$ cat config.mk
export PLATFORM = sky130hd
export DESIGN_NAME = rob_multiway_flat
export DESIGN_NICKNAME = d
export VERILOG_FILES = /design/src/rtl/rob_multiway_if.sv /design/src/rtl/rob_multiway.sv /design/src/flat_wrapper.sv
export SDC_FILE = /design/constraint.sdc
export NUM_CORES = 1
export LEC_CHECK = 0
export CORE_MARGIN = 3
export CORE_UTILIZATION = 30
export CTS_CLUSTER_DIAMETER = 30
export DETAILED_ROUTE_END_ITERATION = 16
export PLACE_DENSITY = 0.47
export SETUP_SLACK_MARGIN = 0.5
export SLEW_MARGIN = 20
export SYNTH_ARGS = -nofsm -noshare
export SYNTH_HDL_FRONTEND = slang
export SYNTH_SLANG_ARGS = --single-unit
$ cat constraint.sdc
create_clock -name clock -period 4.35 [get_ports clock]
set_input_delay 0.87 -clock clock [delete_from_list [all_inputs] [get_ports clock]]
set_output_delay 0.87 -clock clock [all_outputs]
set_load 0.005 [all_outputs]
$ cat src/rtl/rob_multiway_if.sv
// Dispatch / completion / lookup / retire bundle for rob_multiway.
// slave is the ROB side, master is the pipeline driving it.
interface rob_multiway_if #(
  parameter int ROB_DEPTH = 8,
  parameter int DP_WIDTH  = 2,
  parameter int CDB_WIDTH = 2,
  parameter int RT_WIDTH  = 2,
  parameter int LK_PORTS  = 4,
  parameter int XLEN      = 32
);
  localparam int TAG_W = $clog2(ROB_DEPTH);

  logic [DP_WIDTH-1:0]         dp_valid;
  logic [DP_WIDTH-1:0]         dp_has_dest;
  logic [5*DP_WIDTH-1:0]       dp_dest;
  logic [DP_WIDTH-1:0]         dp_is_branch;
  logic                        dp_accept;
  logic [TAG_W*DP_WIDTH-1:0]   dp_tag;
  logic [TAG_W:0]              free_slots;

  logic [CDB_WIDTH-1:0]        cdb_valid;
  logic [TAG_W*CDB_WIDTH-1:0]  cdb_tag;
  logic [XLEN*CDB_WIDTH-1:0]   cdb_value;
  logic [CDB_WIDTH-1:0]        cdb_mispred;

  logic [TAG_W*LK_PORTS-1:0]   lk_tag;
  logic [LK_PORTS-1:0]         lk_ready;
  logic [XLEN*LK_PORTS-1:0]    lk_value;

  logic [RT_WIDTH-1:0]         rt_valid;
  logic [TAG_W*RT_WIDTH-1:0]   rt_tag;
  logic [5*RT_WIDTH-1:0]       rt_dest;
  logic [RT_WIDTH-1:0]         rt_has_dest;
  logic [XLEN*RT_WIDTH-1:0]    rt_value;
  logic                        flush;
  logic                        rob_empty;

  modport slave (
    input  dp_valid, dp_has_dest, dp_dest, dp_is_branch,
    input  cdb_valid, cdb_tag, cdb_value, cdb_mispred,
    input  lk_tag,
    output dp_accept, dp_tag, free_slots,
    output lk_ready, lk_value,
    output rt_valid, rt_tag, rt_dest, rt_has_dest, rt_value,
    output flush, rob_empty
  );

  modport master (
    output dp_valid, dp_has_dest, dp_dest, dp_is_branch,
    output cdb_valid, cdb_tag, cdb_value, cdb_mispred,
    output lk_tag,
    input  dp_accept, dp_tag, free_slots,
    input  lk_ready, lk_value,
    input  rt_valid, rt_tag, rt_dest, rt_has_dest, rt_value,
    input  flush, rob_empty
  );
endinterface

$ cat src/rtl/rob_multiway.sv
// Multi-issue reorder buffer: wide dispatch, CDB completion,
// in-order multi-lane retire, flush on mispredicted branch retire.
module rob_multiway #(
  parameter int ROB_DEPTH = 8,
  parameter int DP_WIDTH  = 2,
  parameter int CDB_WIDTH = 2,
  parameter int RT_WIDTH  = 2,
  parameter int LK_PORTS  = 4,
  parameter int XLEN      = 32
) (
  input logic           clock,
  input logic           reset,
  rob_multiway_if.slave rob
);
  localparam int TAG_W = $clog2(ROB_DEPTH);
  localparam int CNT_W = TAG_W + 1;

  typedef logic [TAG_W-1:0] tag_t;
  typedef logic [CNT_W-1:0] cnt_t;

  typedef struct packed {
    logic            vld;
    logic            cmp;
    logic            mis;
    logic            br;
    logic            hd;
    logic [4:0]      dst;
    logic [XLEN-1:0] val;
  } ent_t;

  ent_t ent_q [ROB_DEPTH];
  ent_t ent_d [ROB_DEPTH];
  tag_t head_q, head_d;
  tag_t tail_q, tail_d;
  cnt_t cnt_q, cnt_d;

  cnt_t                free;
  cnt_t                n_dp;
  cnt_t                n_rt;
  logic                acc;
  logic                flush;
  logic [RT_WIDTH-1:0] rt_v;

  assign free = cnt_t'(ROB_DEPTH) - cnt_q;
  assign acc  = !flush && (n_dp <= free);

  assign rob.dp_accept  = acc;
  assign rob.free_slots = free;
  assign rob.flush      = flush;
  assign rob.rob_empty  = (cnt_q == '0);
  assign rob.rt_valid   = rt_v;

  always_comb begin
    n_dp       = '0;
    rob.dp_tag = '0;
    for (int i = 0; i < DP_WIDTH; i++) begin
      if (rob.dp_valid[i]) n_dp = n_dp + cnt_t'(1);
      rob.dp_tag[i*TAG_W +: TAG_W] = tail_q + tag_t'(i);
    end
  end

  // A mispredicted entry closes its retire group.
  always_comb begin
    logic go;
    tag_t idx;
    go              = 1'b1;
    flush           = 1'b0;
    n_rt            = '0;
    rt_v            = '0;
    rob.rt_tag      = '0;
    rob.rt_dest     = '0;
    rob.rt_has_dest = '0;
    rob.rt_value    = '0;
    for (int i = 0; i < RT_WIDTH; i++) begin
      idx = head_q + tag_t'(i);
      if (go && ent_q[idx].vld && ent_q[idx].cmp) begin
        rt_v[i] = 1'b1;
        n_rt    = n_rt + cnt_t'(1);
        if (ent_q[idx].mis) begin
          flush = 1'b1;
          go    = 1'b0;
        end
      end else begin
        go = 1'b0;
      end
      rob.rt_tag[i*TAG_W +: TAG_W] = idx;
      rob.rt_dest[i*5 +: 5]        = ent_q[idx].dst;
      rob.rt_has_dest[i]           = ent_q[idx].hd;
      rob.rt_value[i*XLEN +: XLEN] = ent_q[idx].val;
    end
  end

  always_comb begin
    tag_t idx;
    ent_d  = ent_q;
    head_d = head_q + tag_t'(n_rt);
    tail_d = tail_q;
    cnt_d  = cnt_q + (acc ? n_dp : '0) - n_rt;
    for (int i = 0; i < RT_WIDTH; i++) begin
      idx = head_q + tag_t'(i);
      if (rt_v[i]) ent_d[idx] = '0;
    end
    for (int c = 0; c < CDB_WIDTH; c++) begin
      idx = rob.cdb_tag[c*TAG_W +: TAG_W];
      if (rob.cdb_valid[c] && ent_q[idx].vld && !ent_q[idx].cmp) begin
        ent_d[idx].cmp = 1'b1;
        ent_d[idx].mis = rob.cdb_mispred[c];
        ent_d[idx].val = rob.cdb_value[c*XLEN +: XLEN];
      end
    end
    if (acc) begin
      for (int i = 0; i < DP_WIDTH; i++) begin
        idx = tail_q + tag_t'(i);
        if (rob.dp_valid[i]) begin
          ent_d[idx].vld = 1'b1;
          ent_d[idx].cmp = 1'b0;
          ent_d[idx].mis = 1'b0;
          ent_d[idx].br  = rob.dp_is_branch[i];
          ent_d[idx].hd  = rob.dp_has_dest[i];
          ent_d[idx].dst = rob.dp_dest[i*5 +: 5];
          ent_d[idx].val = '0;
        end
      end
      tail_d = tail_q + tag_t'(n_dp);
    end
    if (flush) begin
      for (int k = 0; k < ROB_DEPTH; k++) ent_d[k] = '0;
      head_d = '0;
      tail_d = '0;
      cnt_d  = '0;
    end
  end

  always_comb begin
    tag_t idx;
    rob.lk_ready = '0;
    rob.lk_value = '0;
    for (int p = 0; p < LK_PORTS; p++) begin
      idx = rob.lk_tag[p*TAG_W +: TAG_W];
      if (ent_q[idx].vld && ent_q[idx].cmp) begin
        rob.lk_ready[p]              = 1'b1;
        rob.lk_value[p*XLEN +: XLEN] = ent_q[idx].val;
      end
    end
  end

  always_ff @(posedge clock) begin
    if (reset) begin
      for (int k = 0; k < ROB_DEPTH; k++) ent_q[k] <= '0;
      head_q <= '0;
      tail_q <= '0;
      cnt_q  <= '0;
    end else begin
      ent_q  <= ent_d;
      head_q <= head_d;
      tail_q <= tail_d;
      cnt_q  <= cnt_d;
    end
  end

  localparam logic [DP_WIDTH-1:0] DP_ONE = 1;

  a_dp_contig: assert property (
    @(posedge clock) disable iff (reset)
    ((rob.dp_valid & (rob.dp_valid + DP_ONE)) == '0)
  );
endmodule

$ cat src/flat_wrapper.sv
// flat-port wrapper written by rule: the top's interface ports become plain ports
module rob_multiway_flat 
#(
  parameter int ROB_DEPTH = 8,
  parameter int DP_WIDTH  = 2,
  parameter int CDB_WIDTH = 2,
  parameter int RT_WIDTH  = 2,
  parameter int LK_PORTS  = 4,
  parameter int XLEN      = 32
)
  (clock, reset, rob_dp_valid, rob_dp_has_dest, rob_dp_dest, rob_dp_is_branch, rob_cdb_valid, rob_cdb_tag, rob_cdb_value, rob_cdb_mispred, rob_lk_tag, rob_dp_accept, rob_dp_tag, rob_free_slots, rob_lk_ready, rob_lk_value, rob_rt_valid, rob_rt_tag, rob_rt_dest, rob_rt_has_dest, rob_rt_value, rob_flush, rob_rob_empty);
  rob_multiway_if #(.ROB_DEPTH(ROB_DEPTH), .DP_WIDTH(DP_WIDTH), .CDB_WIDTH(CDB_WIDTH), .RT_WIDTH(RT_WIDTH), .LK_PORTS(LK_PORTS), .XLEN(XLEN)) rob_i ();
  input logic clock;
  input logic reset;
  input wire logic [$bits(rob_i.dp_valid)-1:0] rob_dp_valid;
  input wire logic [$bits(rob_i.dp_has_dest)-1:0] rob_dp_has_dest;
  input wire logic [$bits(rob_i.dp_dest)-1:0] rob_dp_dest;
  input wire logic [$bits(rob_i.dp_is_branch)-1:0] rob_dp_is_branch;
  input wire logic [$bits(rob_i.cdb_valid)-1:0] rob_cdb_valid;
  input wire logic [$bits(rob_i.cdb_tag)-1:0] rob_cdb_tag;
  input wire logic [$bits(rob_i.cdb_value)-1:0] rob_cdb_value;
  input wire logic [$bits(rob_i.cdb_mispred)-1:0] rob_cdb_mispred;
  input wire logic [$bits(rob_i.lk_tag)-1:0] rob_lk_tag;
  output wire logic [$bits(rob_i.dp_accept)-1:0] rob_dp_accept;
  output wire logic [$bits(rob_i.dp_tag)-1:0] rob_dp_tag;
  output wire logic [$bits(rob_i.free_slots)-1:0] rob_free_slots;
  output wire logic [$bits(rob_i.lk_ready)-1:0] rob_lk_ready;
  output wire logic [$bits(rob_i.lk_value)-1:0] rob_lk_value;
  output wire logic [$bits(rob_i.rt_valid)-1:0] rob_rt_valid;
  output wire logic [$bits(rob_i.rt_tag)-1:0] rob_rt_tag;
  output wire logic [$bits(rob_i.rt_dest)-1:0] rob_rt_dest;
  output wire logic [$bits(rob_i.rt_has_dest)-1:0] rob_rt_has_dest;
  output wire logic [$bits(rob_i.rt_value)-1:0] rob_rt_value;
  output wire logic [$bits(rob_i.flush)-1:0] rob_flush;
  output wire logic [$bits(rob_i.rob_empty)-1:0] rob_rob_empty;
  assign rob_i.dp_valid = rob_dp_valid;
  assign rob_i.dp_has_dest = rob_dp_has_dest;
  assign rob_i.dp_dest = rob_dp_dest;
  assign rob_i.dp_is_branch = rob_dp_is_branch;
  assign rob_i.cdb_valid = rob_cdb_valid;
  assign rob_i.cdb_tag = rob_cdb_tag;
  assign rob_i.cdb_value = rob_cdb_value;
  assign rob_i.cdb_mispred = rob_cdb_mispred;
  assign rob_i.lk_tag = rob_lk_tag;
  assign rob_dp_accept = rob_i.dp_accept;
  assign rob_dp_tag = rob_i.dp_tag;
  assign rob_free_slots = rob_i.free_slots;
  assign rob_lk_ready = rob_i.lk_ready;
  assign rob_lk_value = rob_i.lk_value;
  assign rob_rt_valid = rob_i.rt_valid;
  assign rob_rt_tag = rob_i.rt_tag;
  assign rob_rt_dest = rob_i.rt_dest;
  assign rob_rt_has_dest = rob_i.rt_has_dest;
  assign rob_rt_value = rob_i.rt_value;
  assign rob_flush = rob_i.flush;
  assign rob_rob_empty = rob_i.rob_empty;
  rob_multiway #(.ROB_DEPTH(ROB_DEPTH), .DP_WIDTH(DP_WIDTH), .CDB_WIDTH(CDB_WIDTH), .RT_WIDTH(RT_WIDTH), .LK_PORTS(LK_PORTS), .XLEN(XLEN)) u_core (.clock(clock), .reset(reset), .rob(rob_i));
endmodule
==> results.toml <==
[grt]
grt_pass1_wl_um = 229000
grt_usage_pct = 33.0
grt_overflow = 0
grt_pass1_vias = 31236
grt_start_max_net_pins = 55
antenna_found_initial = 10

[finish]
design_area_um2 = 38600
most-common-layout-cells = "357 x nor2_1, 327 x dfxtp_1, 302 x nand2_1, 278 x mux4_2, 260 x clkdlybuf4s50_1"
fillers = 8719
final_layout_size_suffix_gt1_share_pct = 26.2
num-nets-final = 3544
final_common_cell = "nor2_1"
syn_to_final_growth_pct = 39.6
final_core_util_pct = 42.5

[sta]
fmax_ghz = 0.253
setup_viol = 0
fin_setup_tns_ps = 0
hold_violations = 0
fin_crit_sh_pct = 90.7
rsz0062_at_grt = "yes"
clock_skew_ps = 28.8
relSlewSlack_pct = 33.0
min_period_ps = 3950
finalMaxSlewViolations = 0
worst_slew_pin_slew_ps = 998
fin_ws_ps = 405

[clock_network]
cts_inserted_buffers = 105
tritoncts = "done"
ctsRootBufferMaster = "clkbuf_16"
path_clk_slew_ps = 40
cts_buffer_depth = 3
htree_num_levels = 3
hold_buffers = 0
cts_sinks = 338
clkLatencyLatePin_ps = 660

[routing]
wirelength_um = 166000
drc = 0
ant_nets = 0
drt_first_pass_iters = 6
num_vias = 32057
drtIter0Drc = 5116
vias_per_cell = 6.83
routedWlPerCell_um = 35.4

[setup_path]
critPathRequiredTime_ps = 3480
setup.worst_path.end_class = "output port"
crit_arrival_ps = 3080
r2r_cells = 14
crit_type = "register to output port"
cp_max_fo = 9
cp-start-kind = "register"

[synth]
synth_top_cell_by_area = "dfxtp_1"
syn_nets = 3240
ys_seq_area_share_pct = 24.5
async_reset_ff_share_pct = 0
synth.top_cell.area_share_pct = 24.5
netlist_top_cells_area = "dfxtp_1 24%, mux4_2 23%, a22oi_1 6.4%"
syn_avg_cell_area_um2 = 8.86
synth-edff-count = 0
synth_cell_type_count = 70
synth_seq_cells = 338
syn_area_um2 = 27600
syn-instance-count = 3118
yosys_warnings = 0
ys.flop_type = "dfxtp_1"

[placement]
dpl_worst_slack_ps = 149
dp_hpwl_um = 101000
gp_congestion = 0.929
dpl_cell_area_um2 = 32800
io_buffers = 330

[run_status]
status = "finished, final reports clean"

[pwr]
p_leak_nw = 13.6
cellPowerDensity_nw_per_um2 = 403
p_total_mw = 15.6
vdd_drop_max_uv = 369

[die]
core_um2 = 90700
die_area_um2 = 95800
ios = 333
die_x_um = 310
initial_utilization_pct = 30.5
die_h_um = 310
num_rows = 110

[worst_hold_path]
hold_class = "register to register"
holdPathStages = 2

[job]
maxCapViolCount = 0
## synth_stat cells, types with 7 or more instances
cell / instances
nand3b_1: 7
and2_1: 11
a2111oi_0: 12
and3_1: 42
a221oi_1: 190
a211oi_1: 19
a22o_1: 21
nor3b_1: 7
mux2_2: 7
nor2b_1: 7
nand2_1: 312
o22a_1: 10
nand2b_1: 11
a21oi_1: 57
buf_1: 88
nand4_1: 50
a22oi_1: 236
mux4_2: 278
nand3_1: 134
o21ai_0: 27
buf_2: 36
clkbuf_1: 258
dfxtp_1: 338
ha_1: 14
nor3_1: 121
a31oi_1: 112
inv_1: 27
nor2_1: 380
mux2i_1: 157
nor3_2: 30
o22ai_1: 16
## routing by layer
metal / GRT usage (%) / routed length (µm) / up-vias
met4: 19.7 / 10900 / 10
met3: 9.69 / 21100 / 640
met1: 40.9 / 60000 / 15767
li1: - / - / 12819
met5: 0 / 195 / -
met2: 50.7 / 73800 / 2821
## flip-flops by register name, summed over array words and instances (netlist names)
signal	cells
u_core.ent_q	328
u_core.head_q	3
u_core.cnt_q	4
u_core.tail_q	3
## report_power, final
| part | leakage [nW] | total [mW] | internal [mW] | switching (mW) |
|---|---|---|---|---|
| registers | 2.74 | 3.71 | 3.35 | 0.362 |
| logic | 8.94 | 3.32 | 1.32 | 2.00 |
| clock network | 1.95 | 8.54 | 6.14 | 2.40 |
| total | 13.6 | 15.6 | 10.8 | 4.76 |
## kinds of logic (layout without fill, tap and decap cells)
group,count (synthesis),in the layout,share of synthesized area (%)
flops,338,338,24.5
other cells,0,4,0
compound gates,757,757,20.7
xor+xnor,8,8,0.281
simple gates,1124,1124,18.6
fa+ha+maj,18,18,0.924
buf+inv,429,822,6.23
mux,444,444,28.8
## stage by stage
step | hold WS (ps) | cells
6_report | 493 | 4691
3_3_place_gp | 474 | 4400
3_5_place_dp | 478 | 4401
5_1_grt | 513 | 4688
2_1_floorplan | 450 | 3118
4_1_cts | 492 | 4653
## layout make-up
class | instances | area, µm² | share of cell area, %
well taps | 1176 | 1470 | 3.81
clock inverters | 63 | 1000 | 2.59
inverters | 35 | 149 | 0.386
diodes | 4 | 10.0 | 0.0259
clock buffers | 133 | 2930 | 7.61
flip-flops and latches | 338 | 6800 | 17.6
multi-input cells | 2351 | 19800 | 51.2
repair buffers | 591 | 6460 | 16.8
## path summary, 6_finish.rpt
check                         start                end  slack, ps
hold reg to reg   u_core.ent_q[205]  u_core.ent_q[205]        490
hold / removal    u_core.ent_q[205]  u_core.ent_q[205]        490
setup reg to reg   u_core.head_q[2]    u_core.cnt_q[3]        830
setup / recovery   u_core.head_q[0]   rob_rt_value[53]        400
## worst max-delay path, stage by stage, from the launching register on
cell and delay (ps):
dfxtp_4 370, ha_4 180, xnor2_4 140, buf_6 150
buf_4 130, buf_6 150, nor3_4 280, buf_6 260
a22oi_1 90, nand4_1 150, clkdlybuf4s50_1 530
## what timing repair did
| action | 4_1_cts | 5_1_grt |
|---|---|---|
| setup endpoints to repair | 208 | 140 |
| gates cloned | 9 | 8 |
| endpoints found under the hold margin | 0 | 0 |
| resized for setup | 136 | 121 |
| pin swaps | 23 | 30 |
| buffers inserted | 47 | 26 |
(Power assumes the default switching activity.)
